==> src/rtl/demod_pkg.sv <==
// demod_pkg: constants, types and carrier tables shared by the quadrature
// modulator (iq_mod) and the receive-side demodulator.
//   DATA_W      sample / LUT / output width
//   CH_W        channel index width
//   LUT_LEN     carrier period in samples
//   SINE_LUT_*  5-point carrier, Q1.23 signed
//   state_e     one-hot modulator FSM state
//   phase_next  per-channel phase increment with wrap at LUT_LEN
package demod_pkg;

  localparam int unsigned DATA_W  = 24;
  localparam int unsigned CH_W    = 2;
  localparam int unsigned NUM_CH  = 1 << CH_W;
  localparam int unsigned LUT_LEN = 5;
  localparam int unsigned PHASE_W = $clog2(LUT_LEN);
  localparam int unsigned PROD_W  = 2 * DATA_W;

  typedef logic signed [DATA_W-1:0] sample_t;
  typedef logic signed [PROD_W-1:0] prod_t;
  typedef logic signed [PROD_W:0]   sum_t;
  typedef logic [PHASE_W-1:0]       phase_t;

  localparam phase_t PHASE_LAST = PHASE_W'(LUT_LEN - 1);

  localparam sample_t SINE_LUT_I [LUT_LEN] = '{
    24'sd0, 24'sd7978039, 24'sd4930699, -24'sd4930701, -24'sd7978041
  };
  localparam sample_t SINE_LUT_Q [LUT_LEN] = '{
    24'sd8388607, 24'sd2592221, -24'sd6786527, -24'sd6786527, 24'sd2592221
  };

  typedef enum logic [4:0] {
    StReadI = 5'b00001,
    StReadQ = 5'b00010,
    StMul   = 5'b00100,
    StSum   = 5'b01000,
    StTx    = 5'b10000
  } state_e;

  function automatic phase_t phase_next(input phase_t p);
    return (p == PHASE_LAST) ? '0 : p + 1'b1;
  endfunction

endpackage

==> src/rtl/iq_mod_if.sv <==
// iq_mod_if: AXI-Stream style beat bundle (tdata/tvalid/tready/tuser).
//   master modport drives tdata/tvalid/tuser and samples tready.
//   slave  modport samples tdata/tvalid/tuser and drives tready.
interface iq_mod_if #(
  parameter int unsigned DataW = 24,
  parameter int unsigned UserW = 2
) ();

  logic [DataW-1:0] tdata;
  logic             tvalid;
  logic             tready;
  logic [UserW-1:0] tuser;

  modport master (output tdata, output tvalid, output tuser, input tready);
  modport slave  (input tdata, input tvalid, input tuser, output tready);

endinterface

==> src/rtl/carrier_nco.sv <==
// carrier_nco: per-channel carrier phase registers with wrap at LUT_LEN and
// combinational read of the I/Q carrier LUT at the selected channel's phase.
//   clk_i     clock
//   rst_i     synchronous active-high reset, clears every phase to 0
//   ch_i      channel whose phase is read and (optionally) advanced
//   adv_i     advance phase[ch_i] by one step this cycle
//   lut_i_o   SINE_LUT_I[phase[ch_i]]
//   lut_q_o   SINE_LUT_Q[phase[ch_i]]
module carrier_nco
  import demod_pkg::*;
(
  input  logic            clk_i,
  input  logic            rst_i,
  input  logic [CH_W-1:0] ch_i,
  input  logic            adv_i,
  output sample_t         lut_i_o,
  output sample_t         lut_q_o
);

  phase_t phase_q [NUM_CH];
  phase_t phase_d [NUM_CH];

  always_comb begin
    phase_d = phase_q;
    if (adv_i) begin
      phase_d[ch_i] = phase_next(phase_q[ch_i]);
    end
  end

  always_ff @(posedge clk_i) begin
    if (rst_i) begin
      phase_q <= '{default: '0};
    end else begin
      phase_q <= phase_d;
    end
  end

  assign lut_i_o = SINE_LUT_I[phase_q[ch_i]];
  assign lut_q_o = SINE_LUT_Q[phase_q[ch_i]];

endmodule

==> src/rtl/iq_mod.sv <==
// iq_mod: transmit-side quadrature modulator. Pairs interleaved I/Q beats per
// channel and emits y = (I*LUT_I[p] + Q*LUT_Q[p]) >>> 24, one real sample per pair.
//   s_axis_aclk    clock
//   s_axis_areset  synchronous active-high reset
//   s_axis         input beats: tdata = signed I or Q, tuser = {is_q, channel}
//   m_axis         output samples: tdata = signed sample, tuser = channel
//   err_seq        1-cycle pulse on an I/Q sequencing violation
module iq_mod
  import demod_pkg::*;
(
  input  logic     s_axis_aclk,
  input  logic     s_axis_areset,
  iq_mod_if.slave  s_axis,
  iq_mod_if.master m_axis,
  output logic     err_seq
);

  state_e          state_q, state_d;
  sample_t         i_q, i_d;
  sample_t         q_q, q_d;
  logic [CH_W-1:0] ch_q, ch_d;
  prod_t           prod_i_q, prod_i_d;
  prod_t           prod_q_q, prod_q_d;
  sample_t         tdata_q, tdata_d;
  logic [CH_W-1:0] tuser_q, tuser_d;
  logic            err_q, err_d;

  logic            s_ready;
  logic            in_hs;
  logic            beat_is_q;
  logic [CH_W-1:0] beat_ch;
  logic            adv;
  sample_t         lut_i, lut_q;
  sum_t            sum_full;
  logic            unused_sum_msb;

  carrier_nco u_nco (
    .clk_i   (s_axis_aclk),
    .rst_i   (s_axis_areset),
    .ch_i    (ch_q),
    .adv_i   (adv),
    .lut_i_o (lut_i),
    .lut_q_o (lut_q)
  );

  assign s_ready   = (state_q == StReadI || state_q == StReadQ) && !s_axis_areset;
  assign in_hs     = s_axis.tvalid && s_ready;
  assign beat_is_q = s_axis.tuser[CH_W];
  assign beat_ch   = s_axis.tuser[CH_W-1:0];

  // The sum of the two products never exceeds 24 significant bits after the
  // shift (|LUT_I|+|LUT_Q| < 2^24), so bits [47:24] are the floored result and
  // the extra sign bit is redundant.
  assign sum_full       = sum_t'(prod_i_q) + sum_t'(prod_q_q);
  assign unused_sum_msb = sum_full[PROD_W];

  always_comb begin
    state_d  = state_q;
    i_d      = i_q;
    q_d      = q_q;
    ch_d     = ch_q;
    prod_i_d = prod_i_q;
    prod_q_d = prod_q_q;
    tdata_d  = tdata_q;
    tuser_d  = tuser_q;
    err_d    = 1'b0;
    adv      = 1'b0;
    unique case (state_q)
      StReadI: begin
        if (in_hs) begin
          if (beat_is_q) begin
            err_d = 1'b1;
          end else begin
            i_d     = $signed(s_axis.tdata);
            ch_d    = beat_ch;
            state_d = StReadQ;
          end
        end
      end
      StReadQ: begin
        if (in_hs) begin
          if (!beat_is_q) begin
            // Resync on a fresh I: it replaces the pending one.
            i_d   = $signed(s_axis.tdata);
            ch_d  = beat_ch;
            err_d = 1'b1;
          end else if (beat_ch == ch_q) begin
            q_d     = $signed(s_axis.tdata);
            state_d = StMul;
          end else begin
            err_d   = 1'b1;
            state_d = StReadI;
          end
        end
      end
      StMul: begin
        prod_i_d = prod_t'(i_q) * prod_t'(lut_i);
        prod_q_d = prod_t'(q_q) * prod_t'(lut_q);
        state_d  = StSum;
      end
      StSum: begin
        tdata_d = sum_full[DATA_W +: DATA_W];
        tuser_d = ch_q;
        state_d = StTx;
      end
      StTx: begin
        if (m_axis.tready) begin
          adv     = 1'b1;
          state_d = StReadI;
        end
      end
      default: state_d = StReadI;
    endcase
  end

  always_ff @(posedge s_axis_aclk) begin
    if (s_axis_areset) begin
      state_q  <= StReadI;
      i_q      <= '0;
      q_q      <= '0;
      ch_q     <= '0;
      prod_i_q <= '0;
      prod_q_q <= '0;
      tdata_q  <= '0;
      tuser_q  <= '0;
      err_q    <= 1'b0;
    end else begin
      state_q  <= state_d;
      i_q      <= i_d;
      q_q      <= q_d;
      ch_q     <= ch_d;
      prod_i_q <= prod_i_d;
      prod_q_q <= prod_q_d;
      tdata_q  <= tdata_d;
      tuser_q  <= tuser_d;
      err_q    <= err_d;
    end
  end

  assign s_axis.tready = s_ready;
  assign m_axis.tvalid = (state_q == StTx);
  assign m_axis.tdata  = tdata_q;
  assign m_axis.tuser  = tuser_q;
  assign err_seq       = err_q;

endmodule

==> src/flat_wrapper.sv <==
// flat-port wrapper written by rule: the top's interface ports become plain ports
module iq_mod_flat import demod_pkg::*;
  (s_axis_aclk, s_axis_areset, err_seq, s_axis_tdata, s_axis_tvalid, s_axis_tuser, s_axis_tready, m_axis_tdata, m_axis_tvalid, m_axis_tuser, m_axis_tready);
  iq_mod_if #(.DataW(24), .UserW(3)) s_axis_i ();
  iq_mod_if #(.DataW(24), .UserW(2)) m_axis_i ();
  input  logic s_axis_aclk;
  input  logic s_axis_areset;
  output logic err_seq;
  input wire logic [$bits(s_axis_i.tdata)-1:0] s_axis_tdata;
  input wire logic [$bits(s_axis_i.tvalid)-1:0] s_axis_tvalid;
  input wire logic [$bits(s_axis_i.tuser)-1:0] s_axis_tuser;
  output wire logic [$bits(s_axis_i.tready)-1:0] s_axis_tready;
  output wire logic [$bits(m_axis_i.tdata)-1:0] m_axis_tdata;
  output wire logic [$bits(m_axis_i.tvalid)-1:0] m_axis_tvalid;
  output wire logic [$bits(m_axis_i.tuser)-1:0] m_axis_tuser;
  input wire logic [$bits(m_axis_i.tready)-1:0] m_axis_tready;
  assign s_axis_i.tdata = s_axis_tdata;
  assign s_axis_i.tvalid = s_axis_tvalid;
  assign s_axis_i.tuser = s_axis_tuser;
  assign s_axis_tready = s_axis_i.tready;
  assign m_axis_tdata = m_axis_i.tdata;
  assign m_axis_tvalid = m_axis_i.tvalid;
  assign m_axis_tuser = m_axis_i.tuser;
  assign m_axis_i.tready = m_axis_tready;
  iq_mod u_core (.s_axis_aclk(s_axis_aclk), .s_axis_areset(s_axis_areset), .s_axis(s_axis_i), .m_axis(m_axis_i), .err_seq(err_seq));
endmodule
==> config.mk <==
export PLATFORM = sky130hd
export DESIGN_NAME = iq_mod_flat
export DESIGN_NICKNAME = d
export VERILOG_FILES = /design/src/rtl/demod_pkg.sv /design/src/rtl/iq_mod_if.sv /design/src/rtl/carrier_nco.sv /design/src/rtl/iq_mod.sv /design/src/flat_wrapper.sv
export SDC_FILE = /design/constraint.sdc
export NUM_CORES = 2
export LEC_CHECK = 0
export CAP_MARGIN = 25
export CORE_MARGIN = 3
export CORE_UTILIZATION = 65
export DETAILED_ROUTE_END_ITERATION = 8
export MAX_ROUTING_LAYER = met4
export PLACE_DENSITY = 0.79
export SYNTH_ARGS = -nofsm -noshare
export SYNTH_HDL_FRONTEND = slang
export SYNTH_SLANG_ARGS = --single-unit
==> constraint.sdc <==
create_clock -name s_axis_aclk -period 12.3 [get_ports s_axis_aclk]
set_input_delay 2.46 -clock s_axis_aclk [delete_from_list [all_inputs] [get_ports s_axis_aclk]]
set_output_delay 2.46 -clock s_axis_aclk [all_outputs]
set_load 0.1 [all_outputs]
After elaboration in Yosys (flattened, before gate mapping)
Memories as Yosys holds them, arrays and structs flattened.
Cells that the tools add are included.
{"block": "totals", "input_bits": 31, "reg_bits": 190, "memories": 2, "mem_bits_ro": 384}
{"memory": "(name not given)", "depth": 8, "word_bits": 24, "read_ports": 1, "rd_clocked_by_memory_dff": 0, "wr": 0, "line_no": "carrier_nco.sv:39", "rtl": "assign lut_q_o = SINE_LUT_Q[phase_q[ch_i]];"}
{"memory": "(name not given)", "depth": 8, "word_bits": 24, "read_ports": 1, "rd_clocked_by_memory_dff": 0, "wr": 0, "line_no": "carrier_nco.sv:38", "rtl": "assign lut_i_o = SINE_LUT_I[phase_q[ch_i]];"}
{"block": "classes", "mul": 2, "n_reduce_logical": 9, "muxes": 26, "addsub": 2, "bitwise_logic": 3, "n_lt_le_gt_ge": 3, "n_eq_ne": 12}
{"operator": "24-bit by 24-bit multiplier with 48-bit output", "count": 2}
{"operator": "24-bit 2-to-1 mux", "count": 4}
{"operator": "48-bit adder", "count": 1}
{"operator": "5-bit 2-to-1 mux", "count": 5}
{"operator": "5-bit one-hot mux with 5 select lines", "count": 1}
{"operator": "3-bit 2-to-1 mux", "count": 5}
{"operator": "12-bit bitwise mux", "count": 1}
{"operator": "1-bit 2-to-1 mux", "count": 7}
{"operator": "3-bit binary-select mux with 2-bit select", "count": 1}
{"operator": "3-bit demux with 2-bit select", "count": 1}
{"operator": "2-bit by 1-bit != test with 1-bit output, second input constant", "count": 3}
{"operator": "5-bit by 1-bit equality test with 1-bit output, second input constant", "count": 1}
{"operator": "5-bit by 2-bit equality test with 1-bit output, second input constant", "count": 1}
{"operator": "5-bit by 3-bit equality test with 1-bit output, second input constant", "count": 1}
{"operator": "5-bit by 4-bit equality test with 1-bit output, second input constant", "count": 1}
{"operator": "5-bit equality test, second input constant", "count": 1}
{"operator": "5-bit AND reduction", "count": 1}
{"operator": "4-bit greater-or-equal comparator, second input constant", "count": 1}
{"operator": "2-bit != test, second input constant", "count": 2}
{"operator": "3-bit NOT with 4-bit output", "count": 1}
{"operator": "4-bit AND reduction", "count": 1}
{"operator": "3-bit by 1-bit adder with 3-bit output, second input constant", "count": 1}
{"operator": "3-bit equality test, second input constant", "count": 1}
{"operator": "3-bit greater-or-equal comparator, second input constant", "count": 1}
{"operator": "10 further kinds", "count": 12}

Longest topological paths before layout
{"block": "depth", "ltp_word": 9, "ltp_mapped": 35, "ltp_nobuf": 31}

Hierarchy
From an unflattened synthesis, not the netlist that was laid out.
{"block": "hier_totals", "cells_unflattened": 5706, "area_unflattened_um2": 51282.9}
{"module": "iq_mod", "area_per_inst_um2": 50274.5, "instances": 1, "cells_each": 5581}
{"module": "carrier_nco", "area_per_inst_um2": 1008.5, "instances": 1, "cells_each": 125}

Worst setup path after synthesis
No wires, ideal clock.
{"block": "synth_timing", "path_type": "reg-to-reg", "start": "register u_core.ch_q[0]", "end": "register u_core.prod_q_q[43]", "required_time_ns": 12.224, "path_buffers": 3, "arrival_time_ns": 9.375, "synth_period_minus_slack_ns": 9.451, "slack_ns": 2.849, "path_stages_with_launch": 31, "path_cell_list": "dfxtp_1 -> clkbuf_1 -> mux4_2 -> inv_1 -> clkbuf_1 -> nand2_1 -> nand2_1 -> clkbuf_1 -> inv_1 -> fa_1 -> fa_1 -> inv_1 -> fa_1 -> inv_1 -> fa_1 -> fa_1 -> fa_1 -> inv_1 -> fa_1 -> inv_1 -> ha_1 -> and4_1 -> nand3_1 -> or4b_1 -> a211o_1 -> a21oi_2 -> o41ai_2 -> o31ai_2 -> o31ai_1 -> mux2_4 -> o22ai_2"}
{"block": "synth_between", "elab_chain_len": 9}
{"item": "from (decl)", "line_no": "iq_mod.sv:21", "rtl": "logic [CH_W-1:0] ch_q, ch_d;"}
{"item": "from (signal assigned)", "line_no": "iq_mod.sv:131", "rtl": "ch_q <= ch_d;"}
{"item": "2-bit NOT with 3-bit output (implied by the code)", "line_no": "carrier_nco.sv:39"}
{"item": "3-bit binary-select mux with 2-bit select", "line_no": "carrier_nco.sv:39"}
{"item": "3-bit 2-to-1 mux (implied by the code) (2 in series)", "line_no": "carrier_nco.sv:39"}
{"item": "3-bit NOT with 4-bit output (implied by the code)", "line_no": "carrier_nco.sv:39"}
{"item": "memory read 8 x 24 bit"}
{"item": "24-bit 2-to-1 mux (implied by the code) (2 in series)", "line_no": "carrier_nco.sv:39"}
{"item": "24-bit by 24-bit multiplier with 48-bit output", "line_no": "iq_mod.sv:98", "rtl": "prod_q_d = prod_t'(q_q) * prod_t'(lut_q);"}
{"item": "to (signal assigned)", "line_no": "iq_mod.sv:133", "rtl": "prod_q_q <= prod_q_d;"}
{"item": "to (decl)", "line_no": "iq_mod.sv:23", "rtl": "prod_t prod_q_q, prod_q_d;"}
Every way passes these cells. The select of a mux whose other input is x is not followed.
A chain may end at the register's enable or synchronous reset.

Worst setup path in the final report
Same ends and word-level chain as after synthesis.

==> flow_metrics.tcl <==
set metrics [dict create \
    synth_ff_type "dfxtp_1" \
    wl_mm 118 \
    drtIter0Drc 3116 \
    setup.worst_path.end_class "register" \
    path_buf_inv 7 \
    wl_met2_mm 52.7 \
    clk_pin_slew_ps 80 \
    rsz0062_at_grt "false" \
    num_antenna_cells 0 \
    maxCapViolCount 0 \
    grt_pass1_wl_mm 188 \
    worst-setup-path-type "reg -> reg" \
    yosysWarnings 0 \
    peakVddDrop_mv 0.124 \
    seq_area_um2 3800 \
    critical_path.top_delay_family "adder cells" \
    critPathMaxStageDelay_ps 930 \
    die_x_um 269 \
    drc 0 \
    arrival_ps 10680 \
    async_reset_ff_share_pct 0 \
    synth-xor-area-share_pct 2.75 \
    wl_met1_mm 50.6 \
    cts_tree "built" \
    fmax_mhz 97.1 \
    clock_latency_ps 450 \
    hold_path_class "reg -> reg" \
    leakagePower_uw 0.0260 \
    synth_compound_area_share_pct 8.10 \
    synth-edff-count 0 \
    area.growth.synth_to_final_pct 4.45 \
    ys_types 71 \
    io_pins 60 \
    core-area_um2 67900 \
    dp_hpwl_mm 104 \
    tightest_slew_ps 1010 \
    synth_top_family_by_area "adder cells" \
    grt_max_degree 109 \
    tns_ps 0 \
    start_util_pct 66.3 \
    synthAdderAreaFrac_pct 59.0 \
    wl_per_cell_um 20.9 \
    routabilityCongestion 1.01 \
    fp.dieH_um 269 \
    period_share_pct 83.7 \
    synth_simple_gate_area_share_pct 9.21 \
    avgSynthCellArea_um2 9.46 \
    relSlewSlack_pct 32.5 \
    post_cts_resized 0 \
    root_buffer "clkbuf_16" \
    final_cell_mix "inv_1, fa_1, nand2_1, ha_1, a21oi_1" \
    via_per_inst 5.67 \
    postLayoutCellArea_um2 47000 \
    antenna_found_initial 2 \
    slew_violations 0 \
    synth_cells 4753 \
    clock_sinks 190 \
    grt_pass1_vias 33500 \
    slowest_stage "fa_1" \
    die-area_um2 72400 \
    num_vias 32000 \
    pwr_density_cell_nw_per_um2 31.6 \
    post-cts-setup-buffers 0 \
    layout_min_cycle_time_ps 10300 \
    cts_max_level 4 \
    layout.nets 6193 \
    antenna_left 0 \
    rows 95 \
    drive_above_1_share_pct 1.80 \
    hold_viol_final 0 \
    top_layer "met4" \
    final_common_cell "inv_1" \
    syn_nets 6235 \
    grt_use_total_pct 35.7 \
    cp_max_fo 26 \
    netlist_area_um2 45000 \
    met3_length_mm 10.7 \
    clock_path_buffers 2 \
    grt-ovfl-total 0 \
    outcome "finished clean" \
    final_util_pct 69.2 \
    cts_buffers 17 \
    synth_mux_area_share_pct 0.453 \
    multi_input_area_um2 35800 \
    numPortBuffers 59 \
    holdBufCountCts 0 \
    ys_seq_area_share_pct 8.46 \
    nFillCells 5337 \
    worst_ep_required_time_ps 12680 \
    postPlaceCellArea_um2 46400 \
    synth_seq_cells 190 \
    worstSetupStartpointType "register" \
    crit_top_cell "fa_1" \
    setup_violations 0 \
    firstDrtPassIters 6 \
    fin_skew_ps 16.2 \
]
tightest hold or removal path: stages (launching register included):
cell and delay (ps):
dfxtp_1 320, nand2_1 50, a21oi_1 50
cells by family after synthesis:
group | Yosys count
and+or+nand+nor | 924
buffers and inverters | 1437
AOI/OAI and AO/OA | 594
DFF | 190
xor gates and xnor gates | 141
adders and majority gates | 1451
muxes | 16
through the flow:
step                      hold WS [ps]  power (uW)  worst slack, ps  instances
after floorplan                    429         826             2850       4753
after global placement             440         912             2400       5610
after detailed placement           444         917             2120       5612
after CTS                          462        1480             2090       5644
after global routing               475        1540             1510       5645
final                              461        1480             2000       5645
report_power, final:
part / internal, uW / switching, uW / total (uW)
logic: 84.8 / 162 / 247
clock network: 291 / 282 / 573
registers: 626 / 37.9 / 664
final timing paths:
check,slack [ps],startpoint,cells after the start,endpoint
max reg2reg,2000,u_core.ch_q[0]$_SDFFE_PP0P_,29,u_core.prod_q_q[43]$_SDFFE_PP0N_
min reg2reg,460,u_core.prod_q_q[27]$_SDFFE_PP0N_,2,u_core.prod_q_q[27]$_SDFFE_PP0N_
max,2000,u_core.ch_q[0]$_SDFFE_PP0P_,29,u_core.prod_q_q[43]$_SDFFE_PP0N_
min,460,u_core.prod_q_q[27]$_SDFFE_PP0N_,2,u_core.prod_q_q[27]$_SDFFE_PP0N_
state kept, by name, indices dropped and copies added (netlist names):
| signal | flops |
|---|---|
| u_core.ch_q | 2 |
| u_core.err_seq | 1 |
| u_core.i_q | 24 |
| u_core.m_axis.tdata | 24 |
| u_core.m_axis.tuser | 2 |
| u_core.prod_i_q | 48 |
| u_core.prod_q_q | 48 |
| u_core.q_q | 24 |
| u_core.state_q | 5 |
| u_core.u_nco.phase_q | 12 |
metal layers:
| layer | up-vias | track usage (%) |
|---|---|---|
| met1 | 16200 | 52.1 |
| met5 | - | - |
| met4 | 0 | 8.74 |
| met3 | 222 | 6.42 |
| met2 | 1427 | 52.5 |
| li1 | 14200 | - |
synth_stat cells, types with 11 or more instances:
cell type,instances,area share (%)
a31oi_1,19,0.26
o21ai_0,89,0.99
or3_1,12,0.17
dfxtp_1,190,8.5
nand4_1,17,0.24
inv_1,1296,11
a21oi_1,261,2.9
mux2i_1,11,0.24
nand3_1,52,0.58
nor2b_1,23,0.32
nor2_1,127,1.1
clkbuf_1,121,1.0
o21bai_1,16,0.27
nand2_1,510,4.3
ha_1,333,9.3
o211ai_1,17,0.28
xor2_1,46,0.90
fa_1,1118,50
and2_1,55,0.76
xnor2_1,95,1.8
nor3_1,22,0.24
a21o_1,85,1.4
a211oi_1,28,0.47
and3_1,22,0.31
nand2b_1,41,0.57
area by class of cell:
class                      count  share of cell area (%)
inverter                    1296                    10.4
clock buffer                  17                   0.905
timing repair buffer          80                    1.67
clock inverter                15                   0.346
multi-input combinational   3126                    76.2
sequential                   190                    8.09
tap                          921                    2.45
Note: power is estimated with default switching activity, not from simulation.
